==> config.mk <==
export PLATFORM = sky130hd
export DESIGN_NAME = addsub_seq
export DESIGN_NICKNAME = d
export VERILOG_FILES = /design/src/rtl/addsub_pkg.sv /design/src/rtl/addsub_seq_slice.sv /design/src/rtl/addsub_seq.sv
export SDC_FILE = /design/constraint.sdc
export NUM_CORES = 1
export LEC_CHECK = 0
export CORE_MARGIN = 1
export CORE_UTILIZATION = 42
export DETAILED_ROUTE_END_ITERATION = 7
export GPL_ROUTABILITY_DRIVEN = 0
export PLACE_DENSITY = 0.8
export SLEW_MARGIN = 10
export SYNTH_ARGS = -nofsm -noshare
export SYNTH_HDL_FRONTEND = slang
export SYNTH_HIERARCHICAL = 1
export SYNTH_SLANG_ARGS = --single-unit
==> constraint.sdc <==
create_clock -name clk -period 6.1 [get_ports clk]
set_clock_uncertainty 0.15 [all_clocks]
set_input_delay 0.915 -clock clk [delete_from_list [all_inputs] [get_ports clk]]
set_output_delay 0.915 -clock clk [all_outputs]
set_load 0.01 [all_outputs]
==> src/rtl/addsub_pkg.sv <==
// Shared types and constants for the nibble-serial adder/subtractor.
package addsub_pkg;

  localparam int   SLICE    = 4;
  localparam logic MODE_ADD = 1'b1;
  localparam logic MODE_SUB = 1'b0;

  typedef enum logic [1:0] {
    IDLE = 2'd0,
    RUN  = 2'd1,
    DONE = 2'd2
  } state_t;

endpackage

==> src/rtl/addsub_seq_slice.sv <==
// Combinational 4-bit add/sub slice; subtract inverts b and relies on the caller's carry-in.
module add_sub_slice
  import addsub_pkg::*;
(
  input  logic [SLICE-1:0] a,
  input  logic [SLICE-1:0] b,
  input  logic             mode,
  input  logic             cin,
  output logic [SLICE-1:0] sum,
  output logic             cout,
  output logic             c_msb_in
);

  logic [SLICE-1:0] b_eff;
  logic [SLICE-1:0] low;
  logic [1:0]       top;

  assign b_eff = (mode == MODE_ADD) ? b : ~b;

  // Split at the top bit so the carry into it is visible for signed overflow.
  assign low      = {1'b0, a[SLICE-2:0]} + {1'b0, b_eff[SLICE-2:0]} + {{(SLICE-1){1'b0}}, cin};
  assign c_msb_in = low[SLICE-1];
  assign top      = {1'b0, a[SLICE-1]} + {1'b0, b_eff[SLICE-1]} + {1'b0, c_msb_in};
  assign sum      = {top[0], low[SLICE-2:0]};
  assign cout     = top[1];

endmodule

==> src/rtl/addsub_seq.sv <==
// WIDTH-bit adder/subtractor that reuses one 4-bit slice, least-significant nibble first.
module addsub_seq
  import addsub_pkg::*;
#(
  parameter int WIDTH = 16
) (
  input  logic             clk,
  input  logic             rst,
  input  logic             start_valid,
  output logic             start_ready,
  input  logic [WIDTH-1:0] a_in,
  input  logic [WIDTH-1:0] b_in,
  input  logic             mode,
  output logic [WIDTH-1:0] result,
  output logic             carry,
  output logic             overflow,
  output logic             done,
  output logic             busy
);

  // WIDTH must be a multiple of SLICE and at least two slices wide.
  localparam int              N      = WIDTH / SLICE;
  localparam int              KW     = $clog2(N);
  localparam logic [KW-1:0]   K_LAST = KW'(N - 1);

  state_t           state, state_nxt;
  logic [KW-1:0]    k;
  logic [WIDTH-1:0] a_r, b_r;
  logic             mode_r;
  logic             cy_r;
  logic             accept;
  logic [SLICE-1:0] s_a, s_b, s_sum;
  logic             s_cout, s_cmsb;

  assign start_ready = (state == IDLE) && !rst;
  assign accept      = start_valid && start_ready;
  assign done        = (state == DONE);
  assign busy        = (state != IDLE);

  assign s_a = a_r[int'(k)*SLICE +: SLICE];
  assign s_b = b_r[int'(k)*SLICE +: SLICE];

  add_sub_slice u_slice (
    .a        (s_a),
    .b        (s_b),
    .mode     (mode_r),
    .cin      (cy_r),
    .sum      (s_sum),
    .cout     (s_cout),
    .c_msb_in (s_cmsb)
  );

  always_comb begin
    state_nxt = state;
    case (state)
      IDLE:    if (accept) state_nxt = RUN;
      RUN:     if (k == K_LAST) state_nxt = DONE;
      DONE:    state_nxt = IDLE;
      default: state_nxt = IDLE;
    endcase
  end

  always_ff @(posedge clk) begin
    if (rst) state <= IDLE;
    else     state <= state_nxt;
  end

  // Operand latches carry no reset: they are only read after an accept.
  always_ff @(posedge clk) begin
    if (accept) begin
      a_r    <= a_in;
      b_r    <= b_in;
      mode_r <= mode;
    end
  end

  // Result is overwritten nibble by nibble; flags only move on the last slice.
  always_ff @(posedge clk) begin
    if (rst) begin
      k        <= '0;
      cy_r     <= 1'b0;
      result   <= '0;
      carry    <= 1'b0;
      overflow <= 1'b0;
    end else if (accept) begin
      k    <= '0;
      cy_r <= ~mode;
    end else if (state == RUN) begin
      result[int'(k)*SLICE +: SLICE] <= s_sum;
      cy_r <= s_cout;
      k    <= k + 1'b1;
      if (k == K_LAST) begin
        carry    <= s_cout;
        overflow <= s_cmsb ^ s_cout;
      end
    end
  end

endmodule

==> impl_results.md <==
* Syn nets at 199
* Mapped Avg Cell Area at 15.61 µm²
* Required time worst endpoint at 5.03 ns
* Number of global-route vias before repair at 1454
* PwrDens at 256.2 nW/µm²
* Distinct cells, synth at 41
* Critical R2R Launch: k[0]
* Leakage power at 0.001044 µW
* Via density at 5.092
* IO buf count at 56
* Worst rel slew slack at 37.65%
* Synth Area in Simple Gates at 10.27%
* Core ar. at 5507 µm²
* Crit path largest cell delay at 1.08 ns
* Logic pwr share at 19.3%
* H-tree depth at 2
* Die Y at 77.41 µm
* CP Buf/Inv Count at 2
* Post-synth EDFFs at 33
* Layout cells sized above 1 at 13.81%
* Post-synth top area cell: edfxtp_1
* R2r endpoint: overflow
* WL final at 3861 µm
* Net Switching at 196.2 µW
* Most common cell after layout, fill and taps aside: clkdlybuf4s50_1
* First-pass GRT wire length at 6796 µm
* CTS Hold Buffers Added at 0
* Critical Path End Type: output pin
* Yosys warnings at 6
* TritonCTS buffer count at 5
* Initial Util at 43.38%
* GRT Total Usage at 14.68%
* Clk Latency, worst-skew pair at 0.30 ns
* #FFs+latches synth at 56
* Worst min path class: reg -> reg
* # clock sinks at 56
* P&R area growth vs syn at 29.02%
* Clock buffer depth at 2
* Fmax at 271.4 MHz
* Critical path startpoint category: input port
* Clock-pin slew on the worst setup and hold paths at 0.09 ns
* Largest net degree at the start of global routing at 39
* FF-to-FF setup slack at 2.74 ns
* Critical-path cell list: clkdlybuf4s50_1 -> nor2_1 -> clkdlybuf4s50_1
* Max Cap Viol at 0
* Min-delay src: result[0]
* Final hold slack at 0.3321 ns
* # diodes at 0
* Mux cell area share after synthesis at 8.800%
* Die area at 5992 µm²
* CTS tree: built
* Syn Inst Count at 153
* Adder-cell share of the synthesized area at 6.181%
* Family with the most delay on the worst path: buffers and inverters
* Reg area at 1451 µm²
* Setup TNS Final at 0 ns
* Crit path kind: in -> out
* CP max-delay cell: clkdlybuf4s50_1
* Clk root buf: clkbuf_8
* Commonest non-fill, non-tap cells in the layout: clkdlybuf4s50_1, edfxtp_1, dfxtp_1
* CTS-repair resized insts at 0
* Fin crit period at 3.685 ns
* Die Span X at 77.41 µm
* Num ports at 57
* TritonRoute pass-1 iters at 4
* Sw frac at 24.84%
* Hold depth at 2
* Detailed Route Iter0 Violations at 80
* Reg2Reg Depth at 8
* Complex-gate fraction of the synthesized area at 7.962%
* Multi-input logic area at 854.6 µm²
* Main synth FF type: edfxtp_1
* Synth top area cells: edfxtp_1, dfxtp_1, mux4_2, ha_1, a32o_1
* Largest family of logic cells by synthesized area: simple AND/OR/NAND/NOR gates
* Routed vias at 1436
* Sequential area share after synthesis at 60.76%
* ANT nets after route at 0
* Status: finished, final reports clean
* DRC errors left at 0
* Least-Margin Pin Slew at 0.9323 ns
* Sequential Power Share at 54.9%
* Final Cycle Share at 60.41%
* Min-Delay Endpoint: result[0]
* Slew Viols, Final at 0
* Yosys top cell area share at 41.49%
* Final nets at 255
* Average wire per standard cell at 13.69 µm
* Synthesized area at 2389 µm²
* Peak VDD IR at 0.1689 mV
* Internal power at 593.5 µW
* Rows at 27
* Setup bufs post-CTS at 0
* Crit path top cell by count: clkdlybuf4s50_1
* Post-Synth XOR/XNOR Area at 2.567%
* RSZ-0062 raised after global routing: no
* Ys async rst share at 0%
* Final-layout fill cell count at 468
* Final Hold Fails at 0
* Crit-path max FO at 23
* Grt ovf at 0
* Final HPWL DP at 2856 µm
* Final setup vio count at 0
* Power share of the clock group at 25.8%
* Antenna violations before repair at 0
* CP arrival at 2.62 ns
power by group through the flow:
stage               registers, µW  logic, µW  clock network (µW)
finish                        433        153                 204
global route                  437        167                 230
CTS                           434        154                 213
detailed placement            443        154                   0
global placement              442        151                   0
floorplan                     437        105                   0
worst max-delay path by stage:
| stage | start | endpoint | slack (ns) | depth (start not counted) |
|---|---|---|---|---|
| 4_1_cts | rst | start_ready | 2.43 | 3 |
| 6_report | rst | start_ready | 2.42 | 3 |
| 5_1_grt | rst | start_ready | 2.29 | 3 |
| 2_1_floorplan | k[0] | overflow | 3.22 | 9 |
| 3_3_place_gp | rst | start_ready | 2.45 | 3 |
| 3_5_place_dp | rst | start_ready | 2.44 | 3 |
layout make-up:
type | count | share of cell area (%)
well taps | 72 | 2.923
repair buffers | 57 | 18.43
multi-input cells | 83 | 27.73
inverters | 6 | 0.7308
clock inverters | 1 | 0.2842
clock buffers | 7 | 2.801
flip-flops and latches | 56 | 47.10
worst min-delay path: cells and delay by family (launching register included):
| kind | cells | cell delay (ns) |
|---|---|---|
| AO/OA/AOI/OAI | 1 | 0.07 |
| buffers and inverters | 1 | 0.05 |
| flip-flops | 1 | 0.32 |
logic make-up (layout without fill, tap and decap cells):
family / Yosys count / in the layout
DFF: 56 / 56
and+or+nand+nor: 33 / 33
AOI/OAI and AO/OA: 22 / 22
buffers and inverters: 14 / 71
muxes: 11 / 11
adders and majority gates: 10 / 10
xor gates and xnor gates: 7 / 7
synthesized netlist by cell type, types with 4 or more instances:
cell	number
a22o_1	4
edfxtp_1	33
dfxtp_1	23
ha_1	7
nor2_1	6
o32ai_1	4
mux4_2	8
xnor2_1	6
inv_1	6
a32o_1	6
state kept, by name, indices dropped and copies added, names as in the netlist:
register and flops:
cy_r 1, b_r 16, result 16, mode_r 1
overflow 1, state 2, carry 1, k 2
a_r 16
stage by stage:
stage,instances,total power (µW),util [%],worst slack [ns],cell area (µm²)
floorplan,153,542.3,-,3.221,2389
global placement,274,593.1,54.24,2.453,2987
detailed placement,274,596.7,54.24,2.438,2987
CTS,282,801.0,55.96,2.430,3082
global route,282,833.7,55.96,2.294,3082
finish,282,789.6,55.96,2.415,3082
layer usage:
layer  vias to the layer above  track usage (%)  wire length, µm  part of all wire [%]
met1                       689            18.69             1730                    45
met3                         7            3.882              192                   5.0
li1                        693                -                -                     -
met4                         0            5.849               72                   1.9
met5                         -                0                0                     0
met2                        47            23.81             1867                    48
Note: power is estimated with default switching activity, not from simulation.
